## config.mk

```make
export PLATFORM = sky130hd
export DESIGN_NAME = cacheline_arbiter
export DESIGN_NICKNAME = d
export VERILOG_FILES = /design/src/rtl/cacheline_arbiter.sv
export SDC_FILE = /design/constraint.sdc
export NUM_CORES = 1
export LEC_CHECK = 0
export BUFFER_PORTS_ARGS = -buffer_cell sky130_fd_sc_hd__buf_4
export CORE_AREA = 2 2 637 639
export CTS_BUF_LIST = sky130_fd_sc_hd__clkbuf_16
export DETAILED_ROUTE_END_ITERATION = 10
export DIE_AREA = 0 0 639 641
export SLEW_MARGIN = 10
export SYNTH_ARGS = -nofsm -noshare
export SYNTH_HDL_FRONTEND = slang
export SYNTH_SLANG_ARGS = --single-unit
```

## constraint.sdc

```tcl
create_clock -name clk -period 3.2 [get_ports clk]
set_input_delay 0.64 -clock clk [delete_from_list [all_inputs] [get_ports clk]]
set_output_delay 0.64 -clock clk [all_outputs]
set_load 0.01 [all_outputs]
```

## src/rtl/cacheline_arbiter.sv

```systemverilog
// Round-robin arbiter sharing one line-granular memory port between the I-cache and D-cache.
// One line transaction is in flight at a time; responses are routed only to the granted side.
module cacheline_arbiter #(
    parameter int ADDR_W = 32,
    parameter int LINE_W = 256
) (
    input  logic              clk,
    input  logic              rst,
    input  logic [ADDR_W-1:0] i_addr,
    input  logic              i_read,
    input  logic              i_write,
    input  logic [LINE_W-1:0] i_wdata,
    output logic [LINE_W-1:0] i_rdata,
    output logic              i_resp,
    input  logic [ADDR_W-1:0] d_addr,
    input  logic              d_read,
    input  logic              d_write,
    input  logic [LINE_W-1:0] d_wdata,
    output logic [LINE_W-1:0] d_rdata,
    output logic              d_resp,
    output logic [ADDR_W-1:0] mem_addr,
    output logic              mem_read,
    output logic              mem_write,
    output logic [LINE_W-1:0] mem_wdata,
    input  logic [LINE_W-1:0] mem_rdata,
    input  logic              mem_resp,
    output logic              protocol_err
);

    typedef enum logic [1:0] {IDLE, SERVE_I, SERVE_D} state_t;

    state_t state_reg, state_next;
    logic   last_d_reg;
    logic   err_reg;
    logic   i_pend, d_pend;
    logic   err_set;

    assign i_pend = i_read | i_write;
    assign d_pend = d_read | d_write;

    always_ff @(posedge clk or posedge rst) begin
        if (rst) begin
            state_reg <= IDLE;
        end else begin
            state_reg <= state_next;
        end
    end

    // The owner's own request during its resp cycle is ignored, so a hand-off
    // only ever looks at the other requester.
    always_comb begin
        state_next = state_reg;
        case (state_reg)
            IDLE: begin
                if (i_pend && (!d_pend || last_d_reg)) state_next = SERVE_I;
                else if (d_pend)                       state_next = SERVE_D;
            end
            SERVE_I: if (mem_resp) state_next = d_pend ? SERVE_D : IDLE;
            SERVE_D: if (mem_resp) state_next = i_pend ? SERVE_I : IDLE;
            default: state_next = IDLE;
        endcase
    end

    always_comb begin
        mem_addr  = '0;
        mem_read  = 1'b0;
        mem_write = 1'b0;
        mem_wdata = '0;
        i_rdata   = '0;
        i_resp    = 1'b0;
        d_rdata   = '0;
        d_resp    = 1'b0;
        case (state_reg)
            SERVE_I: begin
                mem_addr  = i_addr;
                mem_read  = i_read;
                mem_write = i_write;
                mem_wdata = i_wdata;
                i_rdata   = mem_rdata;
                i_resp    = mem_resp;
            end
            SERVE_D: begin
                mem_addr  = d_addr;
                mem_read  = d_read;
                mem_write = d_write;
                mem_wdata = d_wdata;
                d_rdata   = mem_rdata;
                d_resp    = mem_resp;
            end
            default: ;
        endcase
    end

    always_ff @(posedge clk or posedge rst) begin
        if (rst) begin
            last_d_reg <= 1'b1;
        end else if (state_next == SERVE_D) begin
            last_d_reg <= 1'b1;
        end else if (state_next == SERVE_I) begin
            last_d_reg <= 1'b0;
        end
    end

    // Illegal events: read+write on a granted/being-granted side, a response
    // with nobody granted, or the owner withdrawing before its response.
    always_comb begin
        err_set = 1'b0;
        if ((state_reg == SERVE_I || state_next == SERVE_I) && i_read && i_write) err_set = 1'b1;
        if ((state_reg == SERVE_D || state_next == SERVE_D) && d_read && d_write) err_set = 1'b1;
        if (state_reg == IDLE && mem_resp)                                         err_set = 1'b1;
        if (state_reg == SERVE_I && !i_pend && !mem_resp)                          err_set = 1'b1;
        if (state_reg == SERVE_D && !d_pend && !mem_resp)                          err_set = 1'b1;
    end

    always_ff @(posedge clk or posedge rst) begin
        if (rst) begin
            err_reg <= 1'b0;
        end else if (err_set) begin
            err_reg <= 1'b1;
        end
    end

    assign protocol_err = err_reg;

endmodule

```

==> out/metrics.yaml, run 1 <==
run_status:
  status: "complete, but fails checks"
  violations: "negative setup slack"
logic_synthesis:
  yosys-top-cells-area: "and2_1 (38%), a22oi_1 (26%), nor2b_1 (22%), buf_2 (3.8%), clkbuf_2 (2.4%)"
  synth_top_area_share: 0.385
  synthTopCellsByCount: "and2_1 (513), nor2b_1 (292), a22oi_1 (291)"
  synth_top_family_by_area: "simple AND/OR/NAND/NOR gates"
  ys.warnings.count: 0
  synthSimpleGateAreaFrac: 0.607
  synthMuxAreaShare: 0.00135
  synth_seq_cells: 4
  synth_nets: 2131
  synth-xor-area-share: 0
  syn_inst: 1286
  synthAdderAreaFrac: 0.00900
  synth_edf_count: 0
  syn_avg_cell_area_um2: 6.49
  yosysTopAreaCell: "and2_1"
  ys_types: 26
  synth_compound_area_frac: 0.276
  syn_area_um2: 8340
  ys_dominant_reg_cell: "dfrtp_1"
  synth-seq-area-share: 0.0121
  async_flop_share: 1.00
  yosysMostFrequentCell: "and2_1"
clock_network:
  cts_buffers: 3
  path_clk_slew_ns: 0.03
  h-tree-depth: 1
  cts-root-buf: "clkbuf_16"
  clockBufferDepth: 2
  insertion_delay_ns: 0.23
  cts.sinks: 4
  cts_tree: "yes"
  ctsHoldBuffers: 0
global_routing:
  overflow: 0
  grt_max_degree: 108
  grt_antenna_before_repair: 495
  first_global_vias: 16900
  grt_pass1_wl_um: 420000
  grtUsageTotal: 0.180
sta:
  fmax_mhz: 312
  skew_ns: 0.00199
  relSlewSlack: 0.559
  layout_setup_ws_ns: -0.00797
  period_share: 1.00
  hold_violations: 0
  maxSlewViolCount: 0
  grt_setup_unrepaired: "false"
  worstMarginPinSlew_ns: 0.662
  hold_ws_ns: 0.307
  finalSetupTns_ns: -0.00797
  finalSetupViolCount: 1
  min_period_ns: 3.21
floorplanning:
  core_um2: 402000
  row_count: 233
  initial_core_util: 0.0208
  pin_count: 1644
  die_w_um: 639
  die_area_um2: 410000
  die_h_um: 641
route:
  vias: 20100
  postRouteAntennaNets: 0
  drc_errors: 0
  wirelength_um: 387000
  first_pass_iters: 6
  viasPerCell: 2.44
  drt_iter0_markers: 1889
  post_drt_wl_per_cell_um: 46.9
place:
  portBuffers: 1643
  hpwlAfterDp_um: 367000
  gp_congestion: 1.50
power_and_ir_drop:
  vdd_ir_drop_max_mv: 0.617
  leakagePower_uw: 0.0112
  p_per_area_nw_per_um2: 715
finish:
  largest_reg_flops: 2
  nets: 3664
  layout-drive-gt1-share: 0.601
  fillers: 47500
  area_growth_pct: 230
setup_path:
  cp_max_fo: 89
  critPathCaptureType: "output port"
  arrival_ns: 2.57
  worst_ep_required_time_ns: 2.56
  cp-start-kind: "flip-flop"
  path_class: "flip-flop to output port"
hold_path:
  hold_path.class: "input pin to async pin"
job:
  max_cap_violations: 0
-- power breakdown --
group / switching, uW / total [uW] / internal (uW)
clock: 42.1 / 204 / 162
combinational: 12300 / 19400 / 7100
sequential: 24.4 / 96.4 / 72.0
-- worst paths after layout --
kind / cells past startpoint / start / to / slack [ns]
worst max-delay path: 7 / state_reg[1] / mem_wdata[177] / -0.008
worst min-delay path: 2 / rst / state_reg[0] / 0.31
worst max register to register: 11 / state_reg[0] / protocol_err / 0.57
worst min register to register: 1 / last_d_reg / last_d_reg / 0.63
max in group asynchronous: 2 / rst / last_d_reg / 2.66
min in group clk: 1 / last_d_reg / last_d_reg / 0.63
-- worst max-delay path: stages (launching register included) --
cell,delay (ns)
dfrtp_1,0.44
inv_1,0.18
ha_4,0.23
buf_12,0.16
buf_12,0.35
a22oi_1,0.17
nor2b_1,0.38
buf_4,0.25
-- cell type report --
class                      count  area [um2]  area share
antenna                      147         368      0.0133
clock buffer                   3        75.1     0.00272
clock inverter                 1        3.75    0.000136
inverter                       3        11.3    0.000409
multi-input combinational   1125        7490       0.272
sequential                     4         101     0.00368
tap                         5287        6620       0.240
timing repair buffer        1682       12900       0.468
-- logic make-up after synthesis --
family,Yosys count
and+or+nand+nor,810
buffers and inverters,157
adders and majority gates,6
muxes,1
AOI/OAI and AO/OA,308
DFF,4
-- cell usage in the layout (no fill, tap or decap), drive strengths merged --
| cell | count |
|---|---|
| a31o | 2 |
| nor2 | 2 |
| dfstp | 1 |
| buf | 1682 |
| diode | 147 |
| and2 | 514 |
| o21a | 1 |
| o21ai | 6 |
| o21ba | 1 |
| o31a | 2 |
| a22oi | 291 |
| and3b | 1 |
| clkbuf | 3 |
| a31oi | 2 |
| nand2 | 1 |
| nor2b | 292 |
| o211ai | 3 |
| inv | 4 |
| dfrtp | 3 |
| mux2 | 1 |
| ha | 6 |
-- repair_timing --
action,in CTS,in global routing
setup buffers,0,0
endpoints found under the setup margin,0,1
resized for setup,0,1
-- through the flow --
step                utilization  instance area, um2  cells  total power [uW]  worst slack, ns
global placement         0.0674               27100   8101             19600            0.343
finish                   0.0686               27600   8252             19700         -0.00797
detailed placement       0.0674               27100   8101             19600            0.292
floorplan                     -                8340   1286              7100             1.12
global route             0.0682               27400   8198             20700           0.0252
CTS                      0.0676               27200   8105             19900           0.0353
-- layer usage --
metal | vias up | GRT usage | wire length (um)
li1 | 7596 | - | -
met4 | 218 | 0.0711 | 17300
met2 | 2303 | 0.284 | 172000
met1 | 9063 | 0.174 | 129000
met5 | - | 0.00650 | 1840
met3 | 939 | 0.143 | 67400
Note: power is estimated with default switching activity, not from simulation.
==> run 2, diff against run 1 <==
--- a/config.mk
+++ b/config.mk
@@ -5,12 +5,13 @@
 export SDC_FILE = /design/constraint.sdc
 export NUM_CORES = 1
 export LEC_CHECK = 0
+export ABC_AREA = 1
 export BUFFER_PORTS_ARGS = -buffer_cell sky130_fd_sc_hd__buf_4
-export CORE_AREA = 2 2 637 639
+export CORE_AREA = 2 2 642 644
 export CTS_BUF_LIST = sky130_fd_sc_hd__clkbuf_16
 export DETAILED_ROUTE_END_ITERATION = 10
-export DIE_AREA = 0 0 639 641
-export SLEW_MARGIN = 10
+export DIE_AREA = 0 0 644 646
+export SLEW_MARGIN = 0
 export SYNTH_ARGS = -nofsm -noshare
 export SYNTH_HDL_FRONTEND = slang
 export SYNTH_SLANG_ARGS = --single-unit
==> constraint.sdc (replaced) <==
create_clock -name clk -period 3.1 [get_ports clk]
set_input_delay 0.62 -clock clk [delete_from_list [all_inputs] [get_ports clk]]
set_output_delay 0.62 -clock clk [all_outputs]
set_load 0.01 [all_outputs]
==> run 2 against run 1 <==
The run now ends clean. First-iteration DRC count fell by 15%. Worst setup slack improved by 0.035 ns. Cell area rose by 3.7%. Sequential share of layout area barely moved. Die area rose by 1.6%. Combinational power rose by 13%. Wire length rose by 3.3%. Global-route usage rose by 0.41 points. Clock skew fell by 0.00058 ns. Non-clock buffer count rose by 37. Synthesized cell count rose by 64%. Critical path type unchanged. Critical endpoint is now mem_wdata[129]. Largest cell class unchanged. Largest power group unchanged. Highest routed layer unchanged.
==> out/metrics.yaml, run 2 <==
setup_path:
  arrival_ns: 2.45
  critPathCaptureType: "output port"
  path_class: "flip-flop to output port"
  rrSetupSlack_ns: 0.86
  cp-start-kind: "flip-flop"
  worst_ep_required_time_ns: 2.48
  cp_max_fo: 57
logic_synthesis:
  synthSimpleGateAreaFrac: 0.468
  yosysMostFrequentCell: "nand2_1"
  synthTopCellsByCount: "nand2_1 (1107), inv_1 (523), a21oi_1 (297)"
  synth_edf_count: 0
  ys.warnings.count: 0
  synth-seq-area-share: 0.0113
  async_flop_share: 1.00
  synth_top_family_by_area: "simple AND/OR/NAND/NOR gates"
  yosysTopAreaCell: "nand2_1"
  syn_area_um2: 8980
  syn_inst: 2103
  ys_dominant_reg_cell: "dfrtp_1"
  synth_nets: 2948
  syn_avg_cell_area_um2: 4.27
  synthAdderAreaFrac: 0.00836
  synth_compound_area_frac: 0.167
  yosys-top-cells-area: "nand2_1 (46%), inv_1 (22%), a21oi_1 (17%), buf_6 (6.4%), buf_2 (3.5%)"
  synth_seq_cells: 4
  synthMuxAreaShare: 0
  ys_types: 17
  synth_top_area_share: 0.463
  synth-xor-area-share: 0
power_and_ir_drop:
  p_per_area_nw_per_um2: 777
  leakagePower_uw: 0.0154
  vdd_ir_drop_max_mv: 0.609
  p_total_uw: 22200
route:
  wirelength_um: 400000
  drt_iter0_markers: 1605
  vias: 22100
  drc_errors: 0
  first_pass_iters: 5
  postRouteAntennaNets: 0
  post_drt_wl_per_cell_um: 43.4
  viasPerCell: 2.40
finish:
  layout_common_cells: "buf_4 (1681), nand2_1 (1107), inv_1 (522), a21oi_1 (265), buf_12 (32)"
  final_core_util: 0.0699
  final_common_cell: "buf_4"
  largest_reg_flops: 2
  nets: 4518
  instances_no_fill: 9212
  multi_input_area_um2: 6020
  layout-drive-gt1-share: 0.480
  fillers: 49000
  register_area_um2: 103
  area_growth_pct: 218
sta:
  fmax_mhz: 325
  relSlewSlack: 0.635
  period_share: 0.991
  finalSetupTns_ns: 0
  finalSetupViolCount: 0
  grt_setup_unrepaired: "true"
  min_period_ns: 3.07
  worstMarginPinSlew_ns: 0.546
  maxSlewViolCount: 0
  hold_violations: 0
  skew_ns: 0.00141
  layout_setup_ws_ns: 0.0266
clock_network:
  path_clk_slew_ns: 0.03
  clockBufferDepth: 2
  cts_tree: "yes"
  insertion_delay_ns: 0.22
  postCtsSetupBuffers: 0
  cts-root-buf: "clkbuf_16"
  cts_buffers: 3
  ctsHoldBuffers: 0
  cts.sinks: 4
  h-tree-depth: 1
job:
  max_cap_violations: 0
place:
  portBuffers: 1643
  hpwlAfterDp_um: 384000
  dp.cells: 9118
  gp_congestion: 1.22
  place_ws_ns: -0.659
floorplanning:
  pin_count: 1644
  die_h_um: 646
  row_count: 235
  die_w_um: 644
  initial_core_util: 0.0220
  die_area_um2: 416000
  core_um2: 409000
global_routing:
  grt_antenna_before_repair: 384
  grt_max_degree: 90
  first_global_vias: 21400
  grtUsageTotal: 0.184
  grt_pass1_wl_um: 447000
  overflow: 0
run_status:
  status: "completed"
hold_path:
  hold_path.class: "input pin to async pin"
## run 2: cell types whose count changed after synthesis, moves of 47 or more
cell	previous run	this run
a22oi_1	291	0
inv_1	3	523
nor2b_1	292	0
and2_1	513	0
buf_6	4	51
a21oi_1	0	297
nand2_1	1	1107
## run 2: metrics by stage
step / cell area, um2 / hold WS, ns
after floorplan: 8980 / 0.385
after global placement: 28000 / 0.467
after detailed placement: 28000 / 0.468
after CTS: 28300 / 0.356
after global routing: 28500 / 0.355
final: 28600 / 0.335
## run 2: power by group
| group | switching [uW] | leakage [uW] | internal, uW |
|---|---|---|---|
| sequential | 22.2 | 0.0000433 | 79.2 |
| combinational | 15200 | 0.0153 | 6650 |
| clock | 36.9 | 0.0000429 | 166 |
## run 2: per-layer routing
layer | global-route usage | part of all wire | vias to the layer above
met3 | 0.113 | 0.14 | 608
met5 | 0.00208 | 0.0040 | -
met2 | 0.286 | 0.43 | 1834
met1 | 0.207 | 0.39 | 10300
met4 | 0.0601 | 0.041 | 204
li1 | - | - | 9217
## run 2: cell type report
cell class	count	area share
clock inverters	1	0.000131
multi-input cells	1422	0.211
diodes	89	0.00779
inverters	523	0.0691
flip-flops and latches	4	0.00359
well taps	5451	0.239
clock buffers	3	0.00263
repair buffers	1719	0.467
## run 2: repair_timing
item                       in CTS  in global routing
pin swaps                       4                  2
gates cloned                    0                  1
gates resized for setup        50                  5
setup endpoints to repair      31                 12
## run 2: path summary, 6_finish.rpt
check | startpoint | to | cells past startpoint
worst max-delay path | state_reg[1] | mem_wdata[129] | 8
worst min-delay path | rst | state_reg[1] | 2
worst max register to register | state_reg[0] | protocol_err | 13
worst min register to register | last_d_reg | last_d_reg | 2
max in group asynchronous | rst | last_d_reg | 2
min in group clk | last_d_reg | last_d_reg | 2
## run 2: kinds of logic after synthesis
| kind of cell | Yosys count |
|---|---|
| compound gates | 299 |
| buf+inv | 677 |
| simple gates | 1117 |
| fa+ha+maj | 6 |
| flops | 4 |
## run 2: critical path, stage by stage, from the launching register on
cell and delay [ns]:
dfrtp_1 0.44, inv_2 0.12, ha_4 0.18, buf_12 0.16, buf_12 0.30, buf_12 0.21, nand2_1 0.08, a21oi_2 0.43
buf_4 0.23
